==> src/rtl/vga_timing_pkg.sv <==
// rtl/vga_timing_pkg.sv - default VGA timing, counter widths, receiver state enum
package vga_timing_pkg;

  localparam int unsigned DEF_H_ACTIVE = 640;
  localparam int unsigned DEF_H_TOTAL  = 800;
  localparam int unsigned DEF_V_ACTIVE = 480;
  localparam int unsigned DEF_V_TOTAL  = 525;

  localparam int unsigned CNT_W   = 10;
  localparam int unsigned PIX_X_W = 10;
  localparam int unsigned PIX_Y_W = 9;

  typedef logic [CNT_W-1:0] cnt_t;

  typedef enum logic [1:0] {
    ST_SEARCH = 2'd0,
    ST_CHECK  = 2'd1,
    ST_LOCKED = 2'd2
  } rx_state_e;

  // Counters stick at all-ones so a runaway count still fails the next check.
  function automatic cnt_t sat_inc(input cnt_t v);
    return (&v) ? v : v + cnt_t'(1);
  endfunction

endpackage

==> src/rtl/vga_sync_edge.sv <==
// rtl/vga_sync_edge.sv - two-stage sync registering with falling-edge detect
module vga_sync_edge (
  input  logic clk_i,
  input  logic reset_i,
  input  logic sync_i,
  output logic fall_o
);

  logic s1_q;
  logic s2_q;

  // History resets high (sync idle level) so release from reset never fakes an edge.
  always_ff @(posedge clk_i) begin
    if (reset_i) begin
      s1_q <= 1'b1;
      s2_q <= 1'b1;
    end else begin
      s1_q <= sync_i;
      s2_q <= s1_q;
    end
  end

  assign fall_o = s2_q & ~s1_q;

endmodule

==> src/rtl/vga_frame_receiver.sv <==
// rtl/vga_frame_receiver.sv - VGA timing checker and pixel coordinate recovery
module vga_frame_receiver
  import vga_timing_pkg::*;
#(
  parameter int unsigned H_ACTIVE = DEF_H_ACTIVE,
  parameter int unsigned H_TOTAL  = DEF_H_TOTAL,
  parameter int unsigned V_ACTIVE = DEF_V_ACTIVE,
  parameter int unsigned V_TOTAL  = DEF_V_TOTAL
) (
  input  logic               pix_clk,
  input  logic               reset,
  input  logic               hsync,
  input  logic               vsync,
  input  logic [7:0]         input_vga_red,
  input  logic               input_data_valid,
  output logic [7:0]         output_vga_red,
  output logic               output_pixel_valid,
  output logic [PIX_X_W-1:0] pixel_x,
  output logic [PIX_Y_W-1:0] pixel_y,
  output logic               frame_start,
  output logic               frame_done,
  output logic               locked,
  output logic               timing_error
);

  localparam cnt_t H_ACT_C  = cnt_t'(H_ACTIVE);
  localparam cnt_t H_LAST_C = cnt_t'(H_TOTAL - 1);
  localparam cnt_t V_ACT_C  = cnt_t'(V_ACTIVE);
  localparam cnt_t V_TOT_C  = cnt_t'(V_TOTAL);

  logic hs_fall;
  logic vs_fall;

  vga_sync_edge u_hsync_edge (
    .clk_i   (pix_clk),
    .reset_i (reset),
    .sync_i  (hsync),
    .fall_o  (hs_fall)
  );

  vga_sync_edge u_vsync_edge (
    .clk_i   (pix_clk),
    .reset_i (reset),
    .sync_i  (vsync),
    .fall_o  (vs_fall)
  );

  rx_state_e          state_q;
  logic [7:0]         red_s1_q;
  logic               valid_s1_q;
  cnt_t               lcnt_q, pcnt_q, acnt_q, hcnt_q;
  logic [7:0]         red_q;
  logic               pix_valid_q;
  logic [PIX_X_W-1:0] pix_x_q;
  logic [PIX_Y_W-1:0] pix_y_q;
  logic               frame_start_q, frame_done_q, locked_q, timing_error_q;

  cnt_t lcnt_d, pcnt_d, acnt_d, hcnt_d;
  cnt_t pc_base, ac_h, hc_h;
  logic checking, err;

  // hsync bookkeeping is applied before the vsync check so coincident edges see updated counts.
  always_comb begin
    checking = (state_q != ST_SEARCH);
    pc_base  = hs_fall ? '0 : pcnt_q;
    ac_h     = (hs_fall && (pcnt_q == H_ACT_C)) ? sat_inc(acnt_q) : acnt_q;
    hc_h     = hs_fall ? sat_inc(hcnt_q) : hcnt_q;
    acnt_d   = vs_fall ? '0 : ac_h;
    hcnt_d   = vs_fall ? '0 : hc_h;
    lcnt_d   = hs_fall ? '0 : sat_inc(lcnt_q);
    pcnt_d   = valid_s1_q ? sat_inc(pc_base) : pc_base;
    err      = checking && (
                 (hs_fall && (lcnt_q != H_LAST_C)) ||
                 (hs_fall && (pcnt_q != '0) && (pcnt_q != H_ACT_C)) ||
                 (valid_s1_q && (pc_base >= H_ACT_C)) ||
                 (vs_fall && ((ac_h != V_ACT_C) || (hc_h != V_TOT_C))));
  end

  always_ff @(posedge pix_clk) begin
    if (reset) begin
      state_q        <= ST_SEARCH;
      red_s1_q       <= '0;
      valid_s1_q     <= 1'b0;
      lcnt_q         <= '0;
      pcnt_q         <= '0;
      acnt_q         <= '0;
      hcnt_q         <= '0;
      red_q          <= '0;
      pix_valid_q    <= 1'b0;
      pix_x_q        <= '0;
      pix_y_q        <= '0;
      frame_start_q  <= 1'b0;
      frame_done_q   <= 1'b0;
      locked_q       <= 1'b0;
      timing_error_q <= 1'b0;
    end else begin
      red_s1_q       <= input_vga_red;
      valid_s1_q     <= input_data_valid;
      red_q          <= red_s1_q;
      pix_valid_q    <= checking && valid_s1_q;
      pix_x_q        <= pc_base;
      pix_y_q        <= acnt_d[PIX_Y_W-1:0];
      frame_start_q  <= checking && valid_s1_q && (pc_base == '0) && (acnt_d == '0);
      frame_done_q   <= checking && vs_fall && !err;
      timing_error_q <= err;
      if (err) begin
        lcnt_q   <= '0;
        pcnt_q   <= '0;
        acnt_q   <= '0;
        hcnt_q   <= '0;
        locked_q <= 1'b0;
        state_q  <= ST_SEARCH;
      end else begin
        lcnt_q <= lcnt_d;
        pcnt_q <= pcnt_d;
        acnt_q <= acnt_d;
        hcnt_q <= hcnt_d;
        case (state_q)
          ST_SEARCH: if (vs_fall) state_q <= ST_CHECK;
          ST_CHECK: begin
            if (vs_fall) begin
              state_q  <= ST_LOCKED;
              locked_q <= 1'b1;
            end
          end
          ST_LOCKED: locked_q <= 1'b1;
          default: begin
            state_q  <= ST_SEARCH;
            locked_q <= 1'b0;
          end
        endcase
      end
    end
  end

  assign output_vga_red     = red_q;
  assign output_pixel_valid = pix_valid_q;
  assign pixel_x            = pix_x_q;
  assign pixel_y            = pix_y_q;
  assign frame_start        = frame_start_q;
  assign frame_done         = frame_done_q;
  assign locked             = locked_q;
  assign timing_error       = timing_error_q;

endmodule
==> config.mk <==
export PLATFORM = sky130hd
export DESIGN_NAME = vga_frame_receiver
export DESIGN_NICKNAME = d
export VERILOG_FILES = /design/src/rtl/vga_timing_pkg.sv /design/src/rtl/vga_sync_edge.sv /design/src/rtl/vga_frame_receiver.sv
export SDC_FILE = /design/constraint.sdc
export NUM_CORES = 1
export LEC_CHECK = 0
export CORE_MARGIN = 5
export CORE_UTILIZATION = 44
export DETAILED_ROUTE_END_ITERATION = 6
export PLACE_DENSITY = 0.73
export SLEW_MARGIN = 20
export SYNTH_ARGS = -nofsm -noshare
export SYNTH_HDL_FRONTEND = slang
export SYNTH_SLANG_ARGS = --single-unit
==> constraint.sdc <==
create_clock -name pix_clk -period 2.8 [get_ports pix_clk]
set_input_delay 0.42 -clock pix_clk [delete_from_list [all_inputs] [get_ports pix_clk]]
set_output_delay 0.42 -clock pix_clk [all_outputs]
set_load 0.01 [all_outputs]
==> metrics <==
post-DP HPWL 5875 um; type of the worst setup path reg2reg; core footprint 8258 um^2; initial antenna violation count 0; row count 33; Pre-antenna DRT Iters 4; Worst Setup Slack post-DPL -0.1836 ns; design area 4772 um^2; met3 Usage GRT 5.939%; Fill cells 702; Clk Latency, worst-skew pair 0.36 ns; Inserted Diodes 0; Die H 102.1 um; Post-Syn Area 3732 um^2; Post-Layout Cell Count 593; Final Skew 0.006074 ns; die area 10,420 um^2; Max Root-Sink Buffers 2; fin nets 503; dominant synthesized flop cell dfxtp_1; GRT overflow 0; P per Cell Area 473.5 nW/um^2; CP Cell Sequence or4_4 -> or4_4 -> o31a_1 -> a211o_1 -> nor4_4 -> a41oi_4 -> buf_6 -> nor4_2; clk sinks 87; Hold Path Class reg2reg; CTS tree done; # IOs 45; first-pass GRT wire length 13,650 um; Root Buffer clkbuf_8; pin count of the biggest net entering global routing 47; Placed Cells 571; Critical Path Source Type flop; worst vdd ir 317.2 uV; violated checks negative setup slack; Crit path top cell by count or4_4; Rel. slew slack 48.47%; Tmin final 2.881 ns; drt drc 0; CTS H-Tree Depth 3; slowest stage cell, crit path or4_4; Lkg Pwr 1.767 nW; Critical Path End Type flop; synthesis-to-finish area growth 27.86%; RSZ-0062 raised after global routing yes; setup TNS -0.8146 ns; placed inst area 4439 um^2; Critical Path RT 3.07 ns; ANT nets after route 0; Placer Congestion 0.8676; Max Transition Viols Final 0; all-layer global routing usage 16.54%; Inserted Clock Buffers 9; share of cells above drive strength 1 15.37%; max_cap viols 0; die width 102.1 um; fin crit share 102.9%; wire length per cell 14.14 um; EDFF count, synth 0; Netlist cell types 53; final setup margin -0.08128 ns; Seq/Total Area, Yosys 46.66%; final hold violation count 0; Initial Util 45.20%; Vias/cell 5.405; crit path DAT 3.15 ns; Critical Path Max Stage Delay 0.53 ns; Post-CTS Hold Fix Bufs 0; Synth Register Bits 87; clock-pin slew on the worst setup and hold paths 0.08 ns; M1 GR Usage 20.52%; met2 global-route usage 26.09%; vias in the first global route 3,002; Most Used Layer, Global Route met2; Worst Tran Pin Value 0.7730 ns; crit-path max FO 6; Max Freq 347.1 MHz; share of flip-flops with an asynchronous set or reset 0%; Synth Instances 413; status finished with violations; Avg Cell Area, Syn 9.037 um^2; post-synthesis net count 433; DRT iter0 DRCs 121; Ys Warns 0; drt total wl 8385 um; Via Count 3,205; Finish-stage setup viols 19; Port Buffers 44
==> timing repair <==
item | CTS | global route
pin swaps | 3 | 2
setup buffers | 1 | 4
gates resized for setup | 8 | 15
gates cloned | 1 | 0
endpoints found under the setup margin | 23 | 25
==> final cells by class <==
cell class	instances	area (um^2)	share of cell area (%)
Multi-Input combinational cell	299	2006	42.03
Sequential cell	87	1743	36.52
Timing Repair Buffer	77	699.4	14.66
Clock buffer	13	138.9	2.910
Tap cell	105	131.4	2.753
Inverter	9	33.78	0.7079
Clock inverter	3	20.02	0.4195
==> kinds of logic (layout without fill, tap and decap cells) <==
| group | after synthesis | count (layout) | synth area share (%) |
|---|---|---|---|
| AO/OA/AOI/OAI | 43 | 43 | 7.912 |
| XOR/XNOR | 17 | 17 | 3.989 |
| adder cells (fa/ha/maj) | 7 | 7 | 2.347 |
| buffers and inverters | 27 | 102 | 2.816 |
| flip-flops | 87 | 87 | 46.66 |
| multiplexers | 15 | 15 | 4.090 |
| AND/OR/NAND/NOR | 217 | 217 | 32.18 |
==> cell usage in the layout, fill, tap and decap left out, types with 3 or more instances in the layout <==
| cell | count |
|---|---|
| dfxtp_1 | 86 |
| nor2_1 | 47 |
| clkdlybuf4s50_1 | 44 |
| nand2_1 | 31 |
| buf_4 | 30 |
| nand3_1 | 24 |
| nor2b_1 | 21 |
| nor3_1 | 17 |
| mux2i_1 | 12 |
| a21oi_1 | 12 |
| xor2_1 | 10 |
| inv_1 | 9 |
| clkbuf_8 | 9 |
| and2_1 | 8 |
| o21ai_0 | 8 |
| and3_1 | 7 |
| and4_1 | 7 |
| xnor2_1 | 7 |
| ha_1 | 7 |
| nand4_1 | 6 |
| or2_2 | 6 |
| or3_1 | 5 |
| nor4_4 | 5 |
| nor4_2 | 5 |
| nand2b_1 | 4 |
| nand3b_1 | 4 |
| o211ai_1 | 4 |
| clkbuf_1 | 4 |
| nor4_1 | 3 |
| buf_6 | 3 |
==> stage by stage <==
stage | total power [W] | hold WS [ns] | utilization, %
finish | 0.002259 | 0.4328 | 57.79
global route | 0.002370 | 0.4592 | 57.79
CTS | 0.002270 | 0.4368 | 56.48
detailed placement | 0.001508 | 0.4176 | 53.76
global placement | 0.001500 | 0.4148 | 53.76
floorplan | 0.001433 | 0.4075 | -
==> cells in the mapped netlist, drive strengths merged (2+ instances only) <==
| cell | count | share of area, % |
|---|---|---|
| and2 | 8 | 1.3 |
| nand4b | 2 | 0.47 |
| xor2 | 10 | 2.3 |
| nor2 | 49 | 4.9 |
| or4 | 4 | 0.91 |
| and3 | 7 | 1.2 |
| nand3b | 4 | 0.80 |
| nand2b | 4 | 0.67 |
| o31ai | 2 | 0.40 |
| clkbuf | 14 | 1.4 |
| a31oi | 2 | 0.34 |
| o21ai | 8 | 1.1 |
| a21oi | 12 | 1.6 |
| a211o | 2 | 0.47 |
| or2 | 7 | 1.2 |
| dfxtp | 87 | 47 |
| xnor2 | 7 | 1.6 |
| mux2 | 2 | 0.60 |
| buf | 4 | 0.50 |
| mux2i | 13 | 3.5 |
| nor4b | 2 | 0.64 |
| nand2 | 31 | 3.1 |
| nand3 | 24 | 3.2 |
| o211ai | 4 | 0.80 |
| nor2b | 21 | 3.5 |
| nor3 | 18 | 2.4 |
| or3 | 5 | 0.84 |
| ha | 7 | 2.3 |
| and4 | 7 | 1.6 |
| nand4 | 6 | 1.0 |
| nor3b | 3 | 0.60 |
| inv | 9 | 0.91 |
| nor4 | 13 | 3.2 |
==> registers in the layout, summed over array words and instances, names as in the netlist, 2 cells and up <==
signal          cells
acnt_q             10
hcnt_q             10
lcnt_q             10
pcnt_q             10
pixel_x            10
pixel_y             9
output_vga_red      8
red_s1_q            8
state_q             2
==> power by group <==
part           internal, W  leakage [nW]  switching [W]  total, W
Combinational     0.000106         0.986       0.000122  0.000228
Sequential         0.00127         0.707      0.0000191   0.00129
Clock             0.000322        0.0736       0.000424  0.000747
Total              0.00169          1.77       0.000565   0.00226
==> worst max-delay path: cells and delay by family, from the launching register on <==
family,cells,cell delay [ns]
simple gates,4,1.48
compound gates,3,0.78
flops,1,0.32
buf+inv,1,0.20
==> worst paths after layout <==
kind | depth (start not counted) | from | to | slack, ns
max | 8 | pcnt_q[2]$_SDFF_PP0_ | lcnt_q[7]$_SDFFE_PP0N_ | -0.08
min | 1 | u_vsync_edge.s1_q$_SDFF_PP1_ | u_vsync_edge.s2_q$_SDFF_PP1_ | 0.43
max reg2reg | 8 | pcnt_q[2]$_SDFF_PP0_ | lcnt_q[7]$_SDFFE_PP0N_ | -0.08
min reg2reg | 1 | u_vsync_edge.s1_q$_SDFF_PP1_ | u_vsync_edge.s2_q$_SDFF_PP1_ | 0.43
==> layer usage <==
layer  vias up  routed length, um
li1       1593                  -
met4         0                127
met1      1517               3742
met2        83               3947
met5         -                  0
met3        12                567
No activity file was read; power rests on OpenSTA's default activity.
